### src/rtl/pipeline_ctrl_pkg.sv
// rtl/pipeline_ctrl_pkg.sv - shared constants, stall encodings and controller state codes
package pipeline_ctrl_pkg;

    localparam logic Stop      = 1'b1;
    localparam logic NoStop    = 1'b0;
    localparam logic RstEnable = 1'b1;

    // Stall vector bit order: 0 PC, 1 IF/ID, 2 ID/EX, 3 EX/MEM, 4 MEM/WB, 5 WB
    localparam logic [5:0] STALL_ID  = 6'b000111;
    localparam logic [5:0] STALL_EX  = 6'b001111;
    localparam logic [5:0] STALL_MEM = 6'b011111;

    typedef enum logic [1:0] {
        CTRL_RUN   = 2'd0,
        CTRL_PEND  = 2'd1,
        CTRL_FLUSH = 2'd2
    } ctrl_state_e;

endpackage

### src/rtl/stall_watchdog.sv
// rtl/stall_watchdog.sv - consecutive-stall counter with saturation and sticky timeout flag
module stall_watchdog
    import pipeline_ctrl_pkg::*;
#(
    parameter int MAX_STALL = 255,
    parameter int CNT_W     = 8
) (
    input  logic clk,
    input  logic rst,
    input  logic stall_pc_i,
    output logic timeout_o
);

    localparam logic [CNT_W-1:0] MAX_CNT = CNT_W'(MAX_STALL);

    logic [CNT_W-1:0] cnt_q, cnt_d;
    logic             timeout_q, timeout_d;

    // Count consecutive PC-stalled edges, hold at the limit, latch the flag once the limit is hit
    always_comb begin
        cnt_d     = cnt_q;
        timeout_d = timeout_q;
        if (stall_pc_i != Stop) begin
            cnt_d = '0;
        end else if (cnt_q != MAX_CNT) begin
            cnt_d = cnt_q + 1'b1;
        end
        if ((stall_pc_i == Stop) && (cnt_d == MAX_CNT)) begin
            timeout_d = 1'b1;
        end
    end

    // Counter and flag registers
    always_ff @(posedge clk) begin
        if (rst == RstEnable) begin
            cnt_q     <= '0;
            timeout_q <= 1'b0;
        end else begin
            cnt_q     <= cnt_d;
            timeout_q <= timeout_d;
        end
    end

    assign timeout_o = timeout_q;

endmodule

### src/rtl/pipeline_ctrl.sv
// rtl/pipeline_ctrl.sv - stall encoder, flush sequencing FSM, watchdog; PIPE_PERF_CNT_EN adds stall_cycles counter
module pipeline_ctrl
    import pipeline_ctrl_pkg::*;
#(
    parameter int MAX_STALL = 255,
    parameter int CNT_W     = 8
) (
    input  logic        clk,
    input  logic        rst,
    input  logic        stallreq_from_id,
    input  logic        stallreq_from_ex,
    input  logic        stallreq_from_mem,
    input  logic        flush_req,
    input  logic [31:0] flush_pc,
    output logic [5:0]  stall,
    output logic        flush,
    output logic [31:0] new_pc,
    output logic        stall_timeout,
    output logic [31:0] stall_cycles
);

    ctrl_state_e state_q, state_d;
    logic [31:0] pc_q, pc_d;
    logic [5:0]  stall_enc;

    // Priority encoder: the deepest requesting stage freezes everything upstream of it
    always_comb begin
        stall_enc = {6{NoStop}};
        if (stallreq_from_mem) begin
            stall_enc = STALL_MEM;
        end else if (stallreq_from_ex) begin
            stall_enc = STALL_EX;
        end else if (stallreq_from_id) begin
            stall_enc = STALL_ID;
        end
    end

    // Flush sequencing: capture the first target, wait out a MEM stall, then flush for one cycle
    always_comb begin
        state_d = state_q;
        pc_d    = pc_q;
        stall   = stall_enc;
        flush   = 1'b0;
        new_pc  = 32'd0;
        case (state_q)
            CTRL_RUN: begin
                if (flush_req) begin
                    pc_d    = flush_pc;
                    state_d = stallreq_from_mem ? CTRL_PEND : CTRL_FLUSH;
                end
            end
            CTRL_PEND: begin
                if (!stallreq_from_mem) begin
                    state_d = CTRL_FLUSH;
                end
            end
            CTRL_FLUSH: begin
                flush   = 1'b1;
                new_pc  = pc_q;
                stall   = {6{NoStop}};
                state_d = CTRL_RUN;
            end
            default: begin
                state_d = CTRL_RUN;
            end
        endcase
    end

    // State and captured-target registers
    always_ff @(posedge clk) begin
        if (rst == RstEnable) begin
            state_q <= CTRL_RUN;
            pc_q    <= 32'd0;
        end else begin
            state_q <= state_d;
            pc_q    <= pc_d;
        end
    end

    stall_watchdog #(
        .MAX_STALL (MAX_STALL),
        .CNT_W     (CNT_W)
    ) u_watchdog (
        .clk        (clk),
        .rst        (rst),
        .stall_pc_i (stall[0]),
        .timeout_o  (stall_timeout)
    );

`ifdef PIPE_PERF_CNT_EN
    logic [31:0] perf_q, perf_d;

    // Free-running count of cycles with any stage stalled, wrapping naturally
    always_comb begin
        perf_d = perf_q;
        if (stall != {6{NoStop}}) begin
            perf_d = perf_q + 32'd1;
        end
    end

    // Performance counter register
    always_ff @(posedge clk) begin
        if (rst == RstEnable) begin
            perf_q <= 32'd0;
        end else begin
            perf_q <= perf_d;
        end
    end

    assign stall_cycles = perf_q;
`else
    assign stall_cycles = 32'd0;
`endif

endmodule

### config.mk
export PLATFORM = sky130hd
export DESIGN_NAME = pipeline_ctrl
export DESIGN_NICKNAME = d
export VERILOG_FILES = /design/src/rtl/pipeline_ctrl_pkg.sv /design/src/rtl/stall_watchdog.sv /design/src/rtl/pipeline_ctrl.sv
export SDC_FILE = /design/constraint.sdc
export NUM_CORES = 1
export LEC_CHECK = 0
export BUFFER_PORTS_ARGS = -buffer_cell sky130_fd_sc_hd__buf_2
export CELL_PAD_IN_SITES_DETAIL_PLACEMENT = 0
export CELL_PAD_IN_SITES_GLOBAL_PLACEMENT = 1
export CORE_MARGIN = 2
export CORE_UTILIZATION = 34
export CTS_CLUSTER_SIZE = 10
export DETAILED_ROUTE_END_ITERATION = 12
export PLACE_DENSITY_LB_ADDON = 0.1
export SETUP_SLACK_MARGIN = 0.05
export SLEW_MARGIN = 20
export SYNTH_ARGS = -nofsm -noshare
export SYNTH_HDL_FRONTEND = slang
export SYNTH_SLANG_ARGS = --single-unit
### constraint.sdc
create_clock -name clk -period 4.4 [get_ports clk]
set_clock_uncertainty 0.2 [all_clocks]
set_input_delay 0.22 -clock clk [delete_from_list [all_inputs] [get_ports clk]]
set_output_delay 0.22 -clock clk [all_outputs]
set_load 0.005 [all_outputs]
== After elaboration in Yosys (flattened, before gate mapping) ==
Index checks and enable logic that the tools add are counted.
W data, S select, Z words.

* Register bits after elaboration: 43
* Latch bits: 0
* Memory bits (writable): 0
* ROM bits: 0
* Bits of input ports: 38
* Output and inout bits: 72
* Logic and storage cells: 27
* Memories: 0

* Add/subtract/negate cells: 1
* $mul: 0
* Divide/modulo/power cells: 0
* Magnitude comparators: 0
* Equal/unequal tests: 6
* Shift-type cells: 0
* Muxes and demuxes: 12
* Bitwise operators: 0
* Reductions and logical operators: 4

{| class="wikitable"
|+ Operators with widths
! cell !! count
|-
| $mux W32 || 1
|-
| $mux W8 || 2
|-
| $mux W6 || 2
|-
| $add A8 B1 Y8 const B || 1
|-
| $eq A8 B8 Y1 const B || 1
|-
| $ne A8 B8 Y1 const B || 1
|-
| $mux W2 || 3
|-
| $mux W4 || 1
|-
| $ne A2 B2 Y1 const B || 2
|-
| $pmux W2 S2 || 1
|-
| $reduce_and A2 Y1 || 2
|-
| $mux W3 || 1
|-
| $eq A2 B1 Y1 const B || 1
|-
| $eq A2 B2 Y1 const B || 1
|-
| $logic_not A2 Y1 || 1
|-
| $logic_and A1 B1 Y1 || 1
|-
| $mux W1 || 1
|}

== Depth between registers and ports, before layout ==
* Depth in word-level cells: 7
* Depth in mapped cells: 6
* Gate-level depth less buffers: 5

== Modules after synthesis ==
Synthesis repeated with hierarchy kept, for this count alone.

* Cell total of the unflattened synthesis: 273
* Area total of the unflattened synthesis: 2534.9 µm²

{| class="wikitable"
|+ By module, submodules not included
! module !! instances !! cells an instance !! area each (µm²) !! seq. area each (µm²)
|-
| pipeline_ctrl || 1 || 223 || 2068.2 || 680.7
|-
| stall_watchdog || 1 || 50 || 466.7 || 180.2
|}

== Worst setup path before layout ==
OpenSTA, ideal clock, no wires.

* Kind: register to register
* Start: register u_watchdog.cnt_q[0]
* End: register u_watchdog.timeout_q, in the netlist u_watchdog.timeout_o
* Setup time: 0.096 ns
* Arrival: 1.735 ns
* Required time: 4.104 ns
* Slack: 2.369 ns
* Cell stages (with the launch flop): 7
* Path buffers: 1
* Clock period less this slack: 2.031 ns
* Cells stage by stage: dfxtp_1 ha_1 clkbuf_1 and4_1 a21oi_1 or3_4 o41ai_2

* Word-level cells in the longest chain between the ends: 5
* Elaborated cells between the ends (all ways): 6
* Those cells by class: add/sub (1); eq/ne (2); mux (2); reduce/logical (1)

{| class="wikitable"
|+ Ends and longest elaborated chain
! item !! line !! text
|-
| start, declared || stall_watchdog.sv:16 || <nowiki>logic [CNT_W-1:0] cnt_q, cnt_d;</nowiki>
|-
| start signal, assigned || stall_watchdog.sv:39 || <nowiki>cnt_q <= cnt_d;</nowiki>
|-
| $add A8 B1 Y8 / $ne A8 B8 Y1 (equally long branches) || stall_watchdog.sv:26, stall_watchdog.sv:25 ||
|-
| $mux W8 (*) || stall_watchdog.sv:25 || <nowiki>end else if (cnt_q != MAX_CNT) begin</nowiki>
|-
| $mux W8 (*) || stall_watchdog.sv:23 || <nowiki>if (stall_pc_i != Stop) begin</nowiki>
|-
| $eq A8 B8 Y1 (*) || stall_watchdog.sv:28 || <nowiki>if ((stall_pc_i == Stop) && (cnt_d == MAX_CNT)) begin</nowiki>
|-
| $logic_and A1 B1 Y1 (*) || stall_watchdog.sv:28 ||
|-
| end signal, assigned || stall_watchdog.sv:40 || <nowiki>timeout_q <= timeout_d;</nowiki>
|-
| end, declared || stall_watchdog.sv:17 || <nowiki>logic timeout_q, timeout_d;</nowiki>
|}

Mark *: on every way between the ends. The rest lies on a longest branch, timed or not.
A chain may end at the register's enable or synchronous reset.

== Worst setup path after layout ==
* Start: input stallreq_from_mem
* End: register u_watchdog.timeout_q, in the netlist u_watchdog.timeout_o

* Word-level cells in the longest chain between the ends: 5

{| class="wikitable"
|+ Ends and longest elaborated chain
! item !! line !! text
|-
| start, declared || pipeline_ctrl.sv:12 || <nowiki>input logic stallreq_from_mem,</nowiki>
|-
| $mux W6 (*) || pipeline_ctrl.sv:29 || <nowiki>if (stallreq_from_mem) begin</nowiki>
|-
| $mux W6 (*) || pipeline_ctrl.sv:45 || <nowiki>case (state_q)</nowiki>
|-
| $mux W8 || stall_watchdog.sv:23 ||
|-
| $eq A8 B8 Y1 || stall_watchdog.sv:28 ||
|-
| $logic_and A1 B1 Y1 (*) || stall_watchdog.sv:28 ||
|}

Marked as above.

==> out/metrics.cfg <==
[power]
powerDensity_nw_per_um2 = 295
ir_worst_vdd_mv = 0.173
leakage_nw = 1.36
design_power_total_mw = 0.851

[placement]
port_buffers = 76
dp_hpwl_um = 3300
gp_congestion = 0.708
dpl.cell_count = 419

[cts]
clock_latency_ns = 0.28
h-tree-depth = 2
cts.sink_count = 43
cts.reportedPaths.clkPinSlew_ns = 0.08
cts_inserted_buffers = 5
cts_tree = built
cts_resized = 0
cts_max_path_buffers = 2
root_buffer = clkbuf_8
cts_setup_buffers = 0

[status]
status = finished, final reports clean

[drt]
wl_per_cell_um = 11.0
drtIter0Drc = 76
drc = 0
wl_um = 5060
vias_per_cell = 4.40
vias = 2026
drt_first_pass_iters = 4
ant_nets = 0

[logic_synthesis]
ys_seq_area_frac = 0.392
syn_area_per_cell_um2 = 7.60
yosysWarnings = 0
yosysUniqueCellTypes = 34
synth_ff_type = dfxtp_1
synth_top_area_cell = dfxtp_1
syn-cell-area_um2 = 2200
yosys-top-cells-area = dfxtp_1 (39%), buf_4 (12%), nand2_1 (12%)
synth-edff-count = 0
yosys.area.top_type_share = 0.392
async_reset_ff_frac = 0
synth_seq_cells = 43
syn_inst = 289

[final_layout]
areaGrowthSynthToFinish_pct = 31.5
num-fill-cells = 662
antenna_cells = 0
layout_commonest_cell = buf_2
final_util = 0.457
instances_no_fill = 460
layout.nets = 421
final_cell_mix = buf_2 (76), nand2_1 (69), dfxtp_1 (43), a21oi_1 (36)
drive_gt1_frac = 0.232

[timing]
post-route-period-util = 0.496
fmax_ghz = 0.458
setup_viol_count_final = 0
rsz0062_at_grt = false
drv_slew = 0
tns_ns = 0
worst_slew_pin_slew_ns = 0.677
min_period_ns = 2.18
finalHoldViolations = 0
slew_headroom = 0.549

[global_route]
grt_pass1_vias = 1811
overflow = 0
grt_max_degree = 38
grt_pass1_wl_um = 8070
grt.total_usage = 0.141
antenna_found_initial = 0

[critical_path]
critPathMaxFanout = 8
worst-r2r-cell-count = 5
worstSetupStartpointType = input port
rr_endpoint = u_watchdog.timeout_o$_SDFFE_PP0P_
worst-setup-path-type = in2reg
cp.arrival_ns = 2.18
required_ns = 4.40
r2r_start = u_watchdog.cnt_q[0]$_SDFF_PP0_
regToRegSetupSlack_ns = 2.27
worstSetupEndpointType = register

[floorplanning]
dieArea_um2 = 7120
start_util = 0.348
io-pin-count = 110
core_area_um2 = 6310
chipHeight_um = 84.4
num_rows = 29
die_w_um = 84.4

[hold_path]
hold_path_depth = 3
hp-class = in2reg
min-delay-start = flush_req
holdPathEnd = state_q[0]$_SDFFE_PP0P_

[job]
drv_cap = 0

synthesized netlist by cell type (2+ instances only):
| library cell | count |
|---|---|
| nor2_1 | 13 |
| nand3_1 | 4 |
| xor2_1 | 2 |
| and3_1 | 2 |
| o21ai_0 | 3 |
| dfxtp_1 | 43 |
| clkbuf_1 | 16 |
| nand2_1 | 70 |
| buf_4 | 36 |
| buf_6 | 2 |
| nor3_1 | 5 |
| and2_1 | 33 |
| nand4_1 | 2 |
| inv_1 | 2 |
| a21oi_1 | 36 |
| nand2b_1 | 2 |
where the power goes:
| group | switching (mW) | internal (mW) | leakage (nW) |
|---|---|---|---|
| Sequential | 0.0110 | 0.410 | 0.352 |
| Combinational | 0.0608 | 0.0559 | 0.942 |
| Clock | 0.129 | 0.184 | 0.0612 |
| Total | 0.201 | 0.649 | 1.36 |
critical path, stage by stage:
cell,delay [ns]
dlygate4sd3_1,0.53
buf_2,0.15
nor3_1,0.09
or3_1,0.44
or3_4,0.43
o41ai_2,0.31
metrics by stage:
step	hold slack [ns]	cell area (um^2)	worst slack [ns]
6_report	0.0709	2890	2.22
5_1_grt	0.0756	2890	2.15
4_1_cts	0.0528	2890	2.23
3_5_place_dp	0.242	2440	2.20
3_3_place_gp	0.238	2440	2.22
2_1_floorplan	0.0987	2320	2.37
worst max-delay path by stage:
stage                     cells after the start                                 to                           start
after detailed placement                      4  u_watchdog.timeout_o$_SDFFE_PP0P_                             rst
final                                         6  u_watchdog.timeout_o$_SDFFE_PP0P_               stallreq_from_mem
after global placement                        4  u_watchdog.timeout_o$_SDFFE_PP0P_                             rst
after floorplan                               6  u_watchdog.timeout_o$_SDFFE_PP0P_  u_watchdog.cnt_q[0]$_SDFF_PP0_
after global routing                          6  u_watchdog.timeout_o$_SDFFE_PP0P_               stallreq_from_mem
after CTS                                     6  u_watchdog.timeout_o$_SDFFE_PP0P_               stallreq_from_mem
layer usage:
metal,global-route usage,share of wire
met1,0.167,0.44
met2,0.240,0.49
met5,0,0
met4,0.0620,0.024
met3,0.0374,0.053
timing repair:
item / 4_1_cts / 5_1_grt
hold buffers: 33 / 0
endpoints found under the hold margin: 33 / 0
setup endpoints to repair: 0 / 0
final cells by class:
cell class | count | area [um^2] | share of cell area
clock buffer | 6 | 82.6 | 0.0286
clock inverter | 2 | 35.0 | 0.0121
inverter | 2 | 7.51 | 0.00260
multi-input combinational | 221 | 1090 | 0.379
sequential | 43 | 861 | 0.298
tap | 77 | 96.3 | 0.0334
timing repair buffer | 109 | 711 | 0.246
kinds of logic (layout without fill, tap and decap cells):
group,count (synthesis),after routing,synth area share
simple gates,141,141,0.315
buf+inv,57,119,0.166
flops,43,43,0.392
compound gates,42,42,0.103
fa+ha+maj,2,2,0.0103
xor+xnor,2,2,0.00798
other cells,1,33,0.00171
mux,1,1,0.00456
registers in the layout, indices dropped and copies added, names as in the netlist:
register / count
state_q: 2
u_watchdog.timeout_o: 1
pc_q: 32
u_watchdog.cnt_q: 8
Note: power is estimated with default switching activity, not from simulation.
